File: config.mk
export PLATFORM = sky130hd
export DESIGN_NAME = fault_monitor_p_flat
export DESIGN_NICKNAME = d
export VERILOG_FILES = /design/src/rtl/fault_monitor_p_if.sv /design/src/rtl/fault_monitor_p.sv /design/src/flat_wrapper.sv
export SDC_FILE = /design/constraint.sdc
export NUM_CORES = 1
export LEC_CHECK = 0
export ABC_AREA = 1
export BUFFER_PORTS_ARGS = -buffer_cell sky130_fd_sc_hd__buf_2
export CAP_MARGIN = 20
export CORE_MARGIN = 2
export CORE_UTILIZATION = 45
export CTS_CLUSTER_DIAMETER = 40
export DETAILED_ROUTE_END_ITERATION = 16
export GPL_TIMING_DRIVEN = 0
export PLACE_DENSITY = 0.71
export SLEW_MARGIN = 25
export SYNTH_ARGS = -nofsm -noshare
export SYNTH_HDL_FRONTEND = slang
export SYNTH_SLANG_ARGS = --single-unit
File: constraint.sdc
create_clock -name clk -period 2.2 [get_ports clk]
set_input_delay 0.22 -clock clk [delete_from_list [all_inputs] [get_ports clk]]
set_output_delay 0.22 -clock clk [all_outputs]
set_load 0.02 [all_outputs]
File: src/rtl/fault_monitor_p_if.sv
// Word stream and status bundle between a fault_monitor_p instance and its producer.
// The producer drives data, mode and clear; the monitor returns handshake and check results.
interface fault_monitor_p_if #(
  parameter int WIDTH = 8,
  parameter int DEPTH = 4,
  parameter int CNT_W = 3
);
  localparam int ERR_W = $clog2(DEPTH + 1);

  logic [WIDTH-1:0] r0;
  logic             valid;
  logic [1:0]       check;
  logic             clr;
  logic             ready;
  logic [1:0]       state;
  logic [ERR_W-1:0] last_errs;
  logic [CNT_W-1:0] err_cnt;
  logic             fault;
  logic             done;

  modport master (
    output r0, valid, check, clr,
    input  ready, state, last_errs, err_cnt, fault, done
  );

  modport slave (
    input  r0, valid, check, clr,
    output ready, state, last_errs, err_cnt, fault, done
  );
endinterface

File: src/rtl/fault_monitor_p.sv
// Block-wise word checker: parity, checksum or duplicate compare over DEPTH words,
// with a saturating error count, sticky fault flag and lockout at THRESH errors.
module fault_monitor_p #(
  parameter int WIDTH  = 8,
  parameter int DEPTH  = 4,
  parameter int CNT_W  = 3,
  parameter int THRESH = 4
) (
  input  logic             clk,
  input  logic             reset,
  fault_monitor_p_if.slave bus
);
  localparam int ERR_W = $clog2(DEPTH + 1);
  localparam int IDX_W = $clog2(DEPTH);
  localparam int SUM_W = CNT_W + ERR_W;
  localparam logic [SUM_W-1:0] CNT_MAX  = {{ERR_W{1'b0}}, {CNT_W{1'b1}}};
  localparam logic [CNT_W-1:0] THRESH_C = CNT_W'(THRESH);
  localparam logic [IDX_W-1:0] LAST_IDX = IDX_W'(DEPTH - 1);

  typedef enum logic [1:0] {
    IDLE    = 2'b00,
    COLLECT = 2'b01,
    EVAL    = 2'b10,
    LOCK    = 2'b11
  } state_t;

  function automatic logic parity_f(input logic [WIDTH-1:0] w);
    return ^w;
  endfunction

  // Error contribution of one word; checksum and pair errors surface on the closing word.
  function automatic logic word_err_f(input logic [1:0] mode, input logic [IDX_W-1:0] idx,
                                      input logic [WIDTH-1:0] w, input logic [WIDTH-1:0] sum,
                                      input logic [WIDTH-1:0] even_w);
    logic e;
    e = 1'b0;
    case (mode)
      2'b00:   e = parity_f(w);
      2'b01:   e = ~parity_f(w);
      2'b10:   e = (idx == LAST_IDX) && (sum != w);
      2'b11:   e = idx[0] && (w != even_w);
      default: e = 1'b0;
    endcase
    return e;
  endfunction

  state_t           state_r, state_nxt_s;
  logic [IDX_W-1:0] idx_r, idx_nxt_s;
  logic [1:0]       mode_r, mode_nxt_s, eff_mode_s;
  logic [ERR_W-1:0] err_acc_r, err_acc_nxt_s, inc_s;
  logic [WIDTH-1:0] sum_r, sum_nxt_s, even_r, even_nxt_s;
  logic [ERR_W-1:0] last_errs_r, last_errs_nxt_s;
  logic [CNT_W-1:0] err_cnt_r, err_cnt_nxt_s, cnt_sat_s;
  logic [SUM_W-1:0] cnt_sum_s;
  logic             fault_r, fault_nxt_s, done_r, done_nxt_s, ready_r, ready_nxt_s;
  logic             word_err_s;

  // Next-state and next-value logic for the block FSM and its accumulators.
  always_comb begin
    state_nxt_s     = state_r;
    idx_nxt_s       = idx_r;
    mode_nxt_s      = mode_r;
    err_acc_nxt_s   = err_acc_r;
    sum_nxt_s       = sum_r;
    even_nxt_s      = even_r;
    last_errs_nxt_s = last_errs_r;
    err_cnt_nxt_s   = err_cnt_r;
    fault_nxt_s     = fault_r;
    done_nxt_s      = 1'b0;

    eff_mode_s = (state_r == IDLE) ? bus.check : mode_r;
    word_err_s = word_err_f(eff_mode_s, idx_r, bus.r0, sum_r, even_r);
    inc_s      = {{(ERR_W-1){1'b0}}, word_err_s};
    cnt_sum_s  = {{ERR_W{1'b0}}, err_cnt_r} + {{CNT_W{1'b0}}, err_acc_r};
    cnt_sat_s  = (cnt_sum_s > CNT_MAX) ? {CNT_W{1'b1}} : cnt_sum_s[CNT_W-1:0];

    if (bus.clr) begin
      state_nxt_s   = IDLE;
      idx_nxt_s     = {IDX_W{1'b0}};
      err_acc_nxt_s = {ERR_W{1'b0}};
      sum_nxt_s     = {WIDTH{1'b0}};
      even_nxt_s    = {WIDTH{1'b0}};
      err_cnt_nxt_s = {CNT_W{1'b0}};
      fault_nxt_s   = 1'b0;
    end else begin
      case (state_r)
        IDLE: begin
          if (bus.valid) begin
            mode_nxt_s    = bus.check;
            err_acc_nxt_s = inc_s;
            sum_nxt_s     = bus.r0;
            even_nxt_s    = bus.r0;
            idx_nxt_s     = IDX_W'(1);
            state_nxt_s   = COLLECT;
          end else begin
            state_nxt_s = IDLE;
          end
        end
        COLLECT: begin
          if (bus.valid) begin
            err_acc_nxt_s = err_acc_r + inc_s;
            sum_nxt_s     = sum_r + bus.r0;
            if (!idx_r[0]) begin
              even_nxt_s = bus.r0;
            end else begin
              even_nxt_s = even_r;
            end
            if (idx_r == LAST_IDX) begin
              idx_nxt_s   = {IDX_W{1'b0}};
              state_nxt_s = EVAL;
            end else begin
              idx_nxt_s = idx_r + IDX_W'(1);
            end
          end else begin
            state_nxt_s = COLLECT;
          end
        end
        EVAL: begin
          last_errs_nxt_s = err_acc_r;
          err_cnt_nxt_s   = cnt_sat_s;
          fault_nxt_s     = fault_r | (err_acc_r != {ERR_W{1'b0}});
          done_nxt_s      = 1'b1;
          err_acc_nxt_s   = {ERR_W{1'b0}};
          state_nxt_s     = (cnt_sat_s >= THRESH_C) ? LOCK : IDLE;
        end
        LOCK: begin
          state_nxt_s = LOCK;
        end
        default: begin
          state_nxt_s = IDLE;
        end
      endcase
    end

    ready_nxt_s = (state_nxt_s == IDLE) || (state_nxt_s == COLLECT);
  end

  // State, accumulator and output registers.
  always_ff @(posedge clk or negedge reset) begin
    if (!reset) begin
      state_r     <= IDLE;
      idx_r       <= {IDX_W{1'b0}};
      mode_r      <= 2'b00;
      err_acc_r   <= {ERR_W{1'b0}};
      sum_r       <= {WIDTH{1'b0}};
      even_r      <= {WIDTH{1'b0}};
      last_errs_r <= {ERR_W{1'b0}};
      err_cnt_r   <= {CNT_W{1'b0}};
      fault_r     <= 1'b0;
      done_r      <= 1'b0;
      ready_r     <= 1'b1;
    end else begin
      state_r     <= state_nxt_s;
      idx_r       <= idx_nxt_s;
      mode_r      <= mode_nxt_s;
      err_acc_r   <= err_acc_nxt_s;
      sum_r       <= sum_nxt_s;
      even_r      <= even_nxt_s;
      last_errs_r <= last_errs_nxt_s;
      err_cnt_r   <= err_cnt_nxt_s;
      fault_r     <= fault_nxt_s;
      done_r      <= done_nxt_s;
      ready_r     <= ready_nxt_s;
    end
  end

  assign bus.state     = state_r;
  assign bus.ready     = ready_r;
  assign bus.last_errs = last_errs_r;
  assign bus.err_cnt   = err_cnt_r;
  assign bus.fault     = fault_r;
  assign bus.done      = done_r;
endmodule

File: src/flat_wrapper.sv
// flat-port wrapper written by rule: the top's interface ports become plain ports
module fault_monitor_p_flat 
#(
  parameter int WIDTH  = 8,
  parameter int DEPTH  = 4,
  parameter int CNT_W  = 3,
  parameter int THRESH = 4
)
  (clk, reset, bus_r0, bus_valid, bus_check, bus_clr, bus_ready, bus_state, bus_last_errs, bus_err_cnt, bus_fault, bus_done);
  fault_monitor_p_if #(.WIDTH(WIDTH), .DEPTH(DEPTH), .CNT_W(CNT_W)) bus_i ();
  input  logic clk;
  input  logic reset;
  input wire logic [$bits(bus_i.r0)-1:0] bus_r0;
  input wire logic [$bits(bus_i.valid)-1:0] bus_valid;
  input wire logic [$bits(bus_i.check)-1:0] bus_check;
  input wire logic [$bits(bus_i.clr)-1:0] bus_clr;
  output wire logic [$bits(bus_i.ready)-1:0] bus_ready;
  output wire logic [$bits(bus_i.state)-1:0] bus_state;
  output wire logic [$bits(bus_i.last_errs)-1:0] bus_last_errs;
  output wire logic [$bits(bus_i.err_cnt)-1:0] bus_err_cnt;
  output wire logic [$bits(bus_i.fault)-1:0] bus_fault;
  output wire logic [$bits(bus_i.done)-1:0] bus_done;
  assign bus_i.r0 = bus_r0;
  assign bus_i.valid = bus_valid;
  assign bus_i.check = bus_check;
  assign bus_i.clr = bus_clr;
  assign bus_ready = bus_i.ready;
  assign bus_state = bus_i.state;
  assign bus_last_errs = bus_i.last_errs;
  assign bus_err_cnt = bus_i.err_cnt;
  assign bus_fault = bus_i.fault;
  assign bus_done = bus_i.done;
  fault_monitor_p #(.WIDTH(WIDTH), .DEPTH(DEPTH), .CNT_W(CNT_W), .THRESH(THRESH)) u_core (.clk(clk), .reset(reset), .bus(bus_i));
endmodule
==> qor.yml, run 1 <==
outcome: "finished, violations left"
violations: "hold timing"
syn_area_mm2: 0.002371
period_share_pct: 95.69
vias_per_cell: 5.113
grt_antenna_before_repair: 0
fmax_mhz: 475.0
cts_sinks: 34
fp.coreArea_mm2: 0.005107
end_kind: "flop"
drt_wl_total_um: 5496
antenna_cells: 0
powerDensity_mw_per_mm2: 632.0
path_max_fanout: 5
final_common_cell: "nand2_1"
grt_pass1_vias: 2053
tightest_slew_ns: 0.7820
drive_above_1_share_pct: 17.58
firstDrtPassIters: 4
path_buf_inv: 0
skew_ns: 0.004499
slew_headroom_pct: 47.87
synth_cells: 329
track_usage_pct: 19.65
dr.first_iter.drc_count: 114
drv_slew: 0
whs_ns: -0.008179
cts.reportedPaths.clkPinSlew_ns: 0.08
fp.dieH_um: 76.59
path_cells: "ha_4 -> nor3_2 -> nand4_1 -> nand3_1 -> nand2_1 -> nand2_1 -> nand2_1 -> ha_2 -> ha_2 -> xor2_1 -> nand4_1 -> o21ai_1"
hold_class: "in2async"
total_power_mw: 1.777
mappedNetlistNets: 362
tritoncts: "done"
multiInputGateArea_mm2: 0.001391
synthDistinctLibCells: 30
io_buffers: 22
ir_drop_mv: 0.2827
yosysWarnings: 0
grt_pass1_wl_um: 9301
gp_congestion: 0.8234
clk_path_buf_depth: 2
fin_util_pct: 55.05
postRouteAntennaNets: 0
p_leak_nw: 1.526
nFillCells: 484
ys_ff_latch: 34
final_cell_mix: "100 x nand2_1, 36 x inv_1, 33 x dfrtp_1"
die_w_um: 76.59
ys_seq_area_share_pct: 35.94
final_cell_count_no_fill: 434
wl_per_cell_um: 12.66
row_count: 26
finalCriticalPeriod_ns: 2.105
critPathMostFrequentCell: "nand2_1"
grt_remaining_overflow: 0
crit_family: "simple AND/OR/NAND/NOR gates"
worstSetupPathType: "reg2reg"
cp.arrival_ns: 2.32
drv_cap: 0
insertion_delay_ns: 0.30
fp.dieArea_mm2: 0.005865
hold_viol_final: 9
vias: 2219
crit_required_ns: 2.42
io_pins: 25
drc_errors: 0
cp-start-kind: "flop"
slowest_stage: "dfrtp_1"
area_growth_pct: 18.58
cpPeakStageDelay_ns: 0.42
nNetsFinal: 396
clock-root-buffer: "clkbuf_8"
syn_area_per_cell_um2: 7.207
cts_made_buffers: 5
final-seq-area_um2: 852.1
dpl.cell_count: 421
initial_core_util_pct: 46.42
h-tree-depth: 2
grt_max_degree: 35
setup_viol: 0
hpwl_um: 3890
[state kept, by name (all words and copies together) (netlist names)]
register	count
u_core.bus.state	2
u_core.bus.done	1
u_core.err_acc_r	3
u_core.bus.last_errs	3
u_core.sum_r	8
u_core.even_r	8
u_core.mode_r	2
u_core.idx_r	2
u_core.bus.fault	1
u_core.bus.err_cnt	3
u_core.bus.ready	1
[power by group]
| group | switching, mW | internal (mW) |
|---|---|---|
| Sequential | 0.0423 | 0.675 |
| Clock | 0.267 | 0.337 |
| Combinational | 0.267 | 0.188 |
[cells in the mapped netlist (all sizes together)]
master  number  share of area [%]
o211ai       1               0.32
dfrtp       33                 35
dfstp        1                1.1
nand3       28                6.1
o21a         3               0.95
xnor2        6                2.2
nor2        23                4.0
ha          17                9.0
clkbuf       2               0.37
nor3         2               0.42
xor2         1               0.37
a21oi       23                5.3
o21ai       28                5.9
nand2      100                 16
buf          7                2.2
or2          1               0.26
a21o         1               0.32
nand4        3               0.79
a22oi        1               0.32
inv         42                6.6
fa           2                1.7
a31oi        4                1.1
[per-stage QoR]
stage                     setup WS (ns)  instance area (um^2)  setup TNS [ns]
after CTS                      0.007248                  2698               0
after detailed placement        -0.1478                  2569         -0.1733
after global placement         -0.05343                  2569        -0.05418
final                           0.09484                  2811               0
after global routing           -0.04338                  2811        -0.08367
after floorplan                0.002989                  2371               0
[per-layer routing]
metal  vias to the layer above  global-route usage, %  wire (um)
li1                       1132                      -          -
met1                      1036                  25.76       2519
met2                        42                  32.48       2665
met3                         9                  4.028        229
met4                         0                  6.545         81
met5                         -                      0          0
[repair_timing]
item                       CTS  global route
buffers inserted             0             5
resized for setup            4            12
cloned                       0             0
hold buffers                 0             0
setup endpoints to repair    3             3
pin swaps                    0             9
[cells by family (layout without fill, tap and decap cells)]
group,after synthesis,in the layout,synth area share (%)
compound gates,61,61,14.20
xor+xnor,7,7,2.586
fa+ha+maj,19,19,10.66
buf+inv,51,86,9.234
flops,34,34,35.94
simple gates,157,157,27.39
[final timing paths]
path	start	to	slack, ns	depth (start not counted)
max in group asynchronous	reset	u_core.bus.done$_DFF_PN0_	1.71	1
worst max register to register	u_core.sum_r[6]$_DFFE_PN0P_	u_core.err_acc_r[2]$_DFFE_PN0P_	0.09	12
worst min register to register	u_core.bus.last_errs[2]$_DFFE_PN0P_	u_core.bus.last_errs[2]$_DFFE_PN0P_	0.47	2
worst max-delay path	u_core.sum_r[6]$_DFFE_PN0P_	u_core.err_acc_r[2]$_DFFE_PN0P_	0.09	12
min in group clk	bus_check[1]	u_core.mode_r[1]$_DFFE_PN0P_	0.19	3
worst min-delay path	reset	u_core.sum_r[3]$_DFFE_PN0P_	-0.008	1
[final cells by class]
class / instances / share of cell area (%)
clock buffer: 5 / 2.448
buffer: 9 / 2.181
tap: 70 / 3.115
multi-input combinational: 244 / 49.49
sequential: 34 / 30.31
clock inverter: 3 / 1.602
timing repair buffer: 27 / 5.251
inverter: 42 / 5.607
Power figures use the tool's default switching activity.
==> run 2, diff against run 1 <==
- PLACE_DENSITY: 0.71 -> 0.73
==> run 2 against run 1 <==
The flow still finishes with violations (hold timing). Non-clock buffer count shrank 4. Clock power grew 22%. First-iteration DRC count grew 61%. Register-to-register slack gained 0.06 ns. Setup slack gained 0.059 ns. Die area is the same. Global-route usage grew 0.42 points. Critical path depth is the same. Sequential power is essentially flat. Core utilization shrank 0.56 points. Power grew 6.2%.
==> qor.yml, run 2 (same netlist as run 1, synthesis figures left out) <==
grt_pass1_wl_um: 9466
io_pins: 25
fp.dieArea_mm2: 0.005865
powerDensity_mw_per_mm2: 677.9
clk_path_buf_depth: 2
antenna_cells: 0
fin_tns_setup_ns: 0
total_power_mw: 1.886
vias_per_cell: 5.216
worstSetupPathType: "reg2reg"
ir_drop_mv: 0.3848
initial_core_util_pct: 46.42
violations: "hold timing"
drive_above_1_share_pct: 15.83
whs_ns: -0.003555
slowest_stage: "dfrtp_1"
h-tree-depth: 2
cts_sinks: 34
critPathMostFrequentCell: "nand2_1"
largestRegisters: "u_core.even_r (8), u_core.sum_r (8)"
grt_antenna_before_repair: 0
path_cells: "ha_4 -> nor3_2 -> nand4_1 -> nand3_1 -> nand2_1 -> nand2_1 -> nand2_1 -> ha_1 -> ha_1 -> xor2_1 -> nand4_1 -> o21ai_1"
gp_congestion: 0.8660
io_buffers: 22
fp.dieH_um: 76.59
slew_headroom_pct: 46.58
wl_per_cell_um: 12.78
dp_slack_ns: -0.1084
grt_pass1_vias: 2061
vias: 2243
dpl.cell_count: 421
end_kind: "flop"
drv_slew: 0
fp.coreArea_mm2: 0.005107
drt_wl_total_um: 5496
finalCriticalPeriod_ns: 2.046
clock-root-buffer: "clkbuf_8"
die_w_um: 76.59
hold_class: "in2async"
cts_hold_buf: 0
final_cell_count_no_fill: 430
p_leak_nw: 1.532
final_cell_mix: "100 x nand2_1, 36 x inv_1, 33 x dfrtp_1"
cpPeakStageDelay_ns: 0.41
cts.reportedPaths.clkPinSlew_ns: 0.08
dr.first_iter.drc_count: 184
cts_made_buffers: 5
crit_required_ns: 2.42
final_common_cell: "nand2_1"
path_max_fanout: 6
track_usage_pct: 20.07
outcome: "finished, violations left"
cp-start-kind: "flop"
tritoncts: "done"
skew_ns: 0.007189
grt_remaining_overflow: 0
firstDrtPassIters: 5
fmax_mhz: 488.8
postRouteAntennaNets: 0
drv_cap: 0
row_count: 26
grt_max_degree: 35
area_growth_pct: 17.36
drc_errors: 0
insertion_delay_ns: 0.30
setup_ws_ns: 0.1542
tightest_slew_ns: 0.8013
setup_viol: 0
rsz0062_at_grt: "false"
nNetsFinal: 392
cp.arrival_ns: 2.27
hpwl_um: 3852
hold_viol_final: 2
period_share_pct: 92.99
## run 2: repair_timing
action | in CTS | in global routing
gates resized for setup | 2 | 11
gates cloned | 0 | 0
endpoints found under the setup margin | 3 | 3
setup buffers | 0 | 1
hold endpoints to repair | 0 | 0
## run 2: worst max-delay path, delay by kind of cell, from the launching register on
kind,cells,cell delay (ns)
and+or+nand+nor,7,0.69
adders and majority gates,3,0.60
DFF,1,0.41
AOI/OAI and AO/OA,1,0.14
xor gates and xnor gates,1,0.13
## run 2: cell type report
cell class | instances | area [um^2]
repair buffers | 23 | 117.6
fillers | 503 | 2325
multi-input cells | 244 | 1364
inverters | 42 | 157.7
clock inverters | 2 | 60.06
flip-flops and latches | 34 | 852.1
plain buffers | 9 | 61.31
clock buffers | 6 | 82.58
well taps | 70 | 87.58
## run 2: where the power goes
| group | switching (mW) | leakage [nW] | internal, mW |
|---|---|---|---|
| sequential | 0.0392 | 0.440 | 0.676 |
| combinational | 0.265 | 1.02 | 0.170 |
| clock | 0.252 | 0.0714 | 0.484 |
## run 2: path summary, 6_finish.rpt
kind | slack (ns) | depth (start not counted) | start | endpoint
max | 0.15 | 12 | u_core.sum_r[2]$_DFFE_PN0P_ | u_core.err_acc_r[2]$_DFFE_PN0P_
min | -0.004 | 1 | reset | u_core.sum_r[2]$_DFFE_PN0P_
max reg2reg | 0.15 | 12 | u_core.sum_r[2]$_DFFE_PN0P_ | u_core.err_acc_r[2]$_DFFE_PN0P_
min reg2reg | 0.47 | 2 | u_core.bus.last_errs[0]$_DFFE_PN0P_ | u_core.bus.last_errs[0]$_DFFE_PN0P_
max in group asynchronous | 1.68 | 1 | reset | u_core.bus.err_cnt[0]$_DFFE_PN0P_
min in group clk | 0.19 | 3 | bus_check[0] | u_core.mode_r[0]$_DFFE_PN0P_
## run 2: metrics by stage
| step | area [um^2] | util, % |
|---|---|---|
| global placement | 2569 | 50.29 |
| CTS | 2714 | 53.14 |
| finish | 2783 | 54.48 |
| floorplan | 2371 | - |
| detailed placement | 2569 | 50.29 |
| global route | 2783 | 54.48 |
## run 2: metal layers
layer  part of all wire (%)  vias up  GRT usage (%)
met5                      0        -              0
met4                    1.9        0          6.727
met3                    4.8        9          3.673
met2                     47       61          32.74
met1                     47     1051          26.96
li1                       -     1122              -
==> run 3, diff against run 2 <==
- RECOVER_POWER: not set -> 50
==> run 3 against run 2 <==
The flow finishes with violations (capacitance limit, slew limit). Core utilization decreased by 0.15 points. Count of clock-buffer cells in the layout did not move. Sequential share of layout area rose by 0.083 points. Critical path depth is the same. Largest cell class unchanged. Largest power group unchanged.
==> qor.yml, run 3 (same netlist as run 1, synthesis figures left out) <==
skew_ns: 0.007047
grt_remaining_overflow: 0
endpoint: "u_core.err_acc_r[2]$_DFFE_PN0P_"
path_cells: "ha_4 -> nor3_2 -> nand4_1 -> nand3_1 -> nand2_1 -> nand2_1 -> nand2_1 -> ha_1 -> ha_1 -> xor2_1 -> nand4_1 -> o21ai_1"
wl_per_cell_um: 12.87
drive_above_1_share_pct: 14.17
power_frac_seq_pct: 37.9
critPathMostFrequentCell: "nand2_1"
hold_viol_final: 0
drt_wl_total_um: 5534
total_power_mw: 1.884
grt_pass1_wl_um: 9466
insertion_delay_ns: 0.30
final_cell_mix: "100 x nand2_1, 36 x inv_1, 33 x dfrtp_1"
power.share.clock_pct: 38.9
switching_power_mw: 0.5549
path_buf_inv: 0
fp.coreArea_mm2: 0.005107
grt_max_degree: 35
crit_family: "simple AND/OR/NAND/NOR gates"
cp.arrival_ns: 2.27
setup_viol: 0
dr.first_iter.drc_count: 184
ir_drop_mv: 0.3848
worstSetupPathType: "reg2reg"
path_max_fanout: 6
clock-root-buffer: "clkbuf_8"
outcome: "finished, violations left"
postRouteAntennaNets: 0
nFillCells: 506
fp.dieArea_mm2: 0.005865
antenna_cells: 0
p_leak_nw: 1.507
gp_congestion: 0.8660
fmax_mhz: 488.4
cp.depth: 12
die_w_um: 76.59
cts_hold_buf: 0
io_buffers: 22
reg2reg_setup_slack_ns: 0.15
startpoint: "u_core.sum_r[2]$_DFFE_PN0P_"
h-tree-depth: 2
violations: "capacitance limit, slew limit"
crit_required_ns: 2.42
fin_tns_setup_ns: 0
worstHoldStart: "bus_check[0]"
slew_headroom_pct: -27.66
cpPeakStageDelay_ns: 0.41
vias: 2240
area_growth_pct: 17.04
vias_per_cell: 5.209
drv_slew: 35
p_sw_share_pct: 29.45
io_pins: 25
drv_cap: 1
final_cell_count_no_fill: 430
p_int_mw: 1.329
tritoncts: "done"
fp.dieH_um: 76.59
largestRegisters: "u_core.even_r (8), u_core.sum_r (8)"
cts_made_buffers: 5
slowest_stage: "dfrtp_1"
finalCriticalPeriod_ns: 2.048
tightest_slew_ns: 1.915
clk_path_buf_depth: 2
period_share_pct: 93.07
setup_ws_ns: 0.1524
dp_slack_ns: -0.1084
drc_errors: 0
whs_ns: 0.1879
comb_power_share_pct: 23.1
r2r_end: "u_core.err_acc_r[2]$_DFFE_PN0P_"
initial_core_util_pct: 46.42
powerDensity_mw_per_mm2: 678.9
grt_antenna_before_repair: 0
final_common_cell: "nand2_1"
hold_class: "in2reg"
cts.reportedPaths.clkPinSlew_ns: 0.08
end_kind: "flop"
rsz0062_at_grt: "false"
firstDrtPassIters: 5
row_count: 26
r2r_cells: 12
dpl.cell_count: 421
track_usage_pct: 20.07
nNetsFinal: 392
cp-start-kind: "flop"
cts_sinks: 34
grt_pass1_vias: 2061
timing.rr.start: "u_core.sum_r[2]$_DFFE_PN0P_"
hpwl_um: 3852
run 3: cell count changes in the layout (fill, tap and decap cells not counted), sizes merged:
cell	delta
clkbuf	+6
buf	-6
run 3: how the worst min path moves through the flow:
stage,endpoint,slack (ns),cells past startpoint
after floorplan,u_core.bus.done$_DFF_PN0_,-0.08,0
after global routing,u_core.mode_r[0]$_DFFE_PN0P_,0.21,3
after detailed placement,u_core.sum_r[2]$_DFFE_PN0P_,0.36,1
after CTS,u_core.sum_r[5]$_DFFE_PN0P_,0.04,1
final,u_core.mode_r[0]$_DFFE_PN0P_,0.19,3
after global placement,u_core.sum_r[2]$_DFFE_PN0P_,0.36,1
run 3: worst reg2reg max path, stage by stage, from the launching register on:
cell and delay (ns):
dfrtp_1 0.41, ha_4 0.25, nor3_2 0.18, nand4_1 0.13
nand3_1 0.10, nand2_1 0.06, nand2_1 0.07, nand2_1 0.06
ha_1 0.17, ha_1 0.18, xor2_1 0.13, nand4_1 0.09
o21ai_1 0.14
run 3: power by group through the flow:
| stage | Clock (mW) | Sequential, mW | Combinational, mW |
|---|---|---|---|
| after global routing | 0.773 | 0.721 | 0.503 |
| final | 0.734 | 0.715 | 0.436 |
| after global placement | 0 | 0.719 | 0.391 |
| after detailed placement | 0 | 0.721 | 0.402 |
| after floorplan | 0 | 0.716 | 0.298 |
| after CTS | 0.747 | 0.710 | 0.408 |
run 3: final cells by class:
cell class | instances | area (um^2) | share of cell area [%]
Buffer | 9 | 61.31 | 2.209
Clock buffer | 6 | 82.58 | 2.976
Clock inverter | 2 | 60.06 | 2.164
Inverter | 42 | 157.7 | 5.681
Multi-Input combinational cell | 244 | 1364 | 49.14
Sequential cell | 34 | 852.1 | 30.70
Tap cell | 70 | 87.58 | 3.156
Timing Repair Buffer | 23 | 110.1 | 3.968
run 3: stage by stage:
stage | util, % | instance area [um^2]
finish | 54.34 | 2775
global route | 54.34 | 2775
CTS | 53.14 | 2714
detailed placement | 50.29 | 2569
global placement | 50.29 | 2569
floorplan | - | 2371
run 3: timing repair:
item	4_1_cts	5_1_grt
gates cloned	0	0
endpoints found under the setup margin	3	3
resized for setup	2	11
buffers inserted	0	1
run 3: layer usage:
layer  global-route usage, %  vias up  part of all wire (%)
met4                   6.727        0                   1.8
met5                       0        -                     0
met2                   32.74       60                    47
met3                   3.673        9                   4.9
li1                        -     1122                     -
met1                   26.96     1049                    47
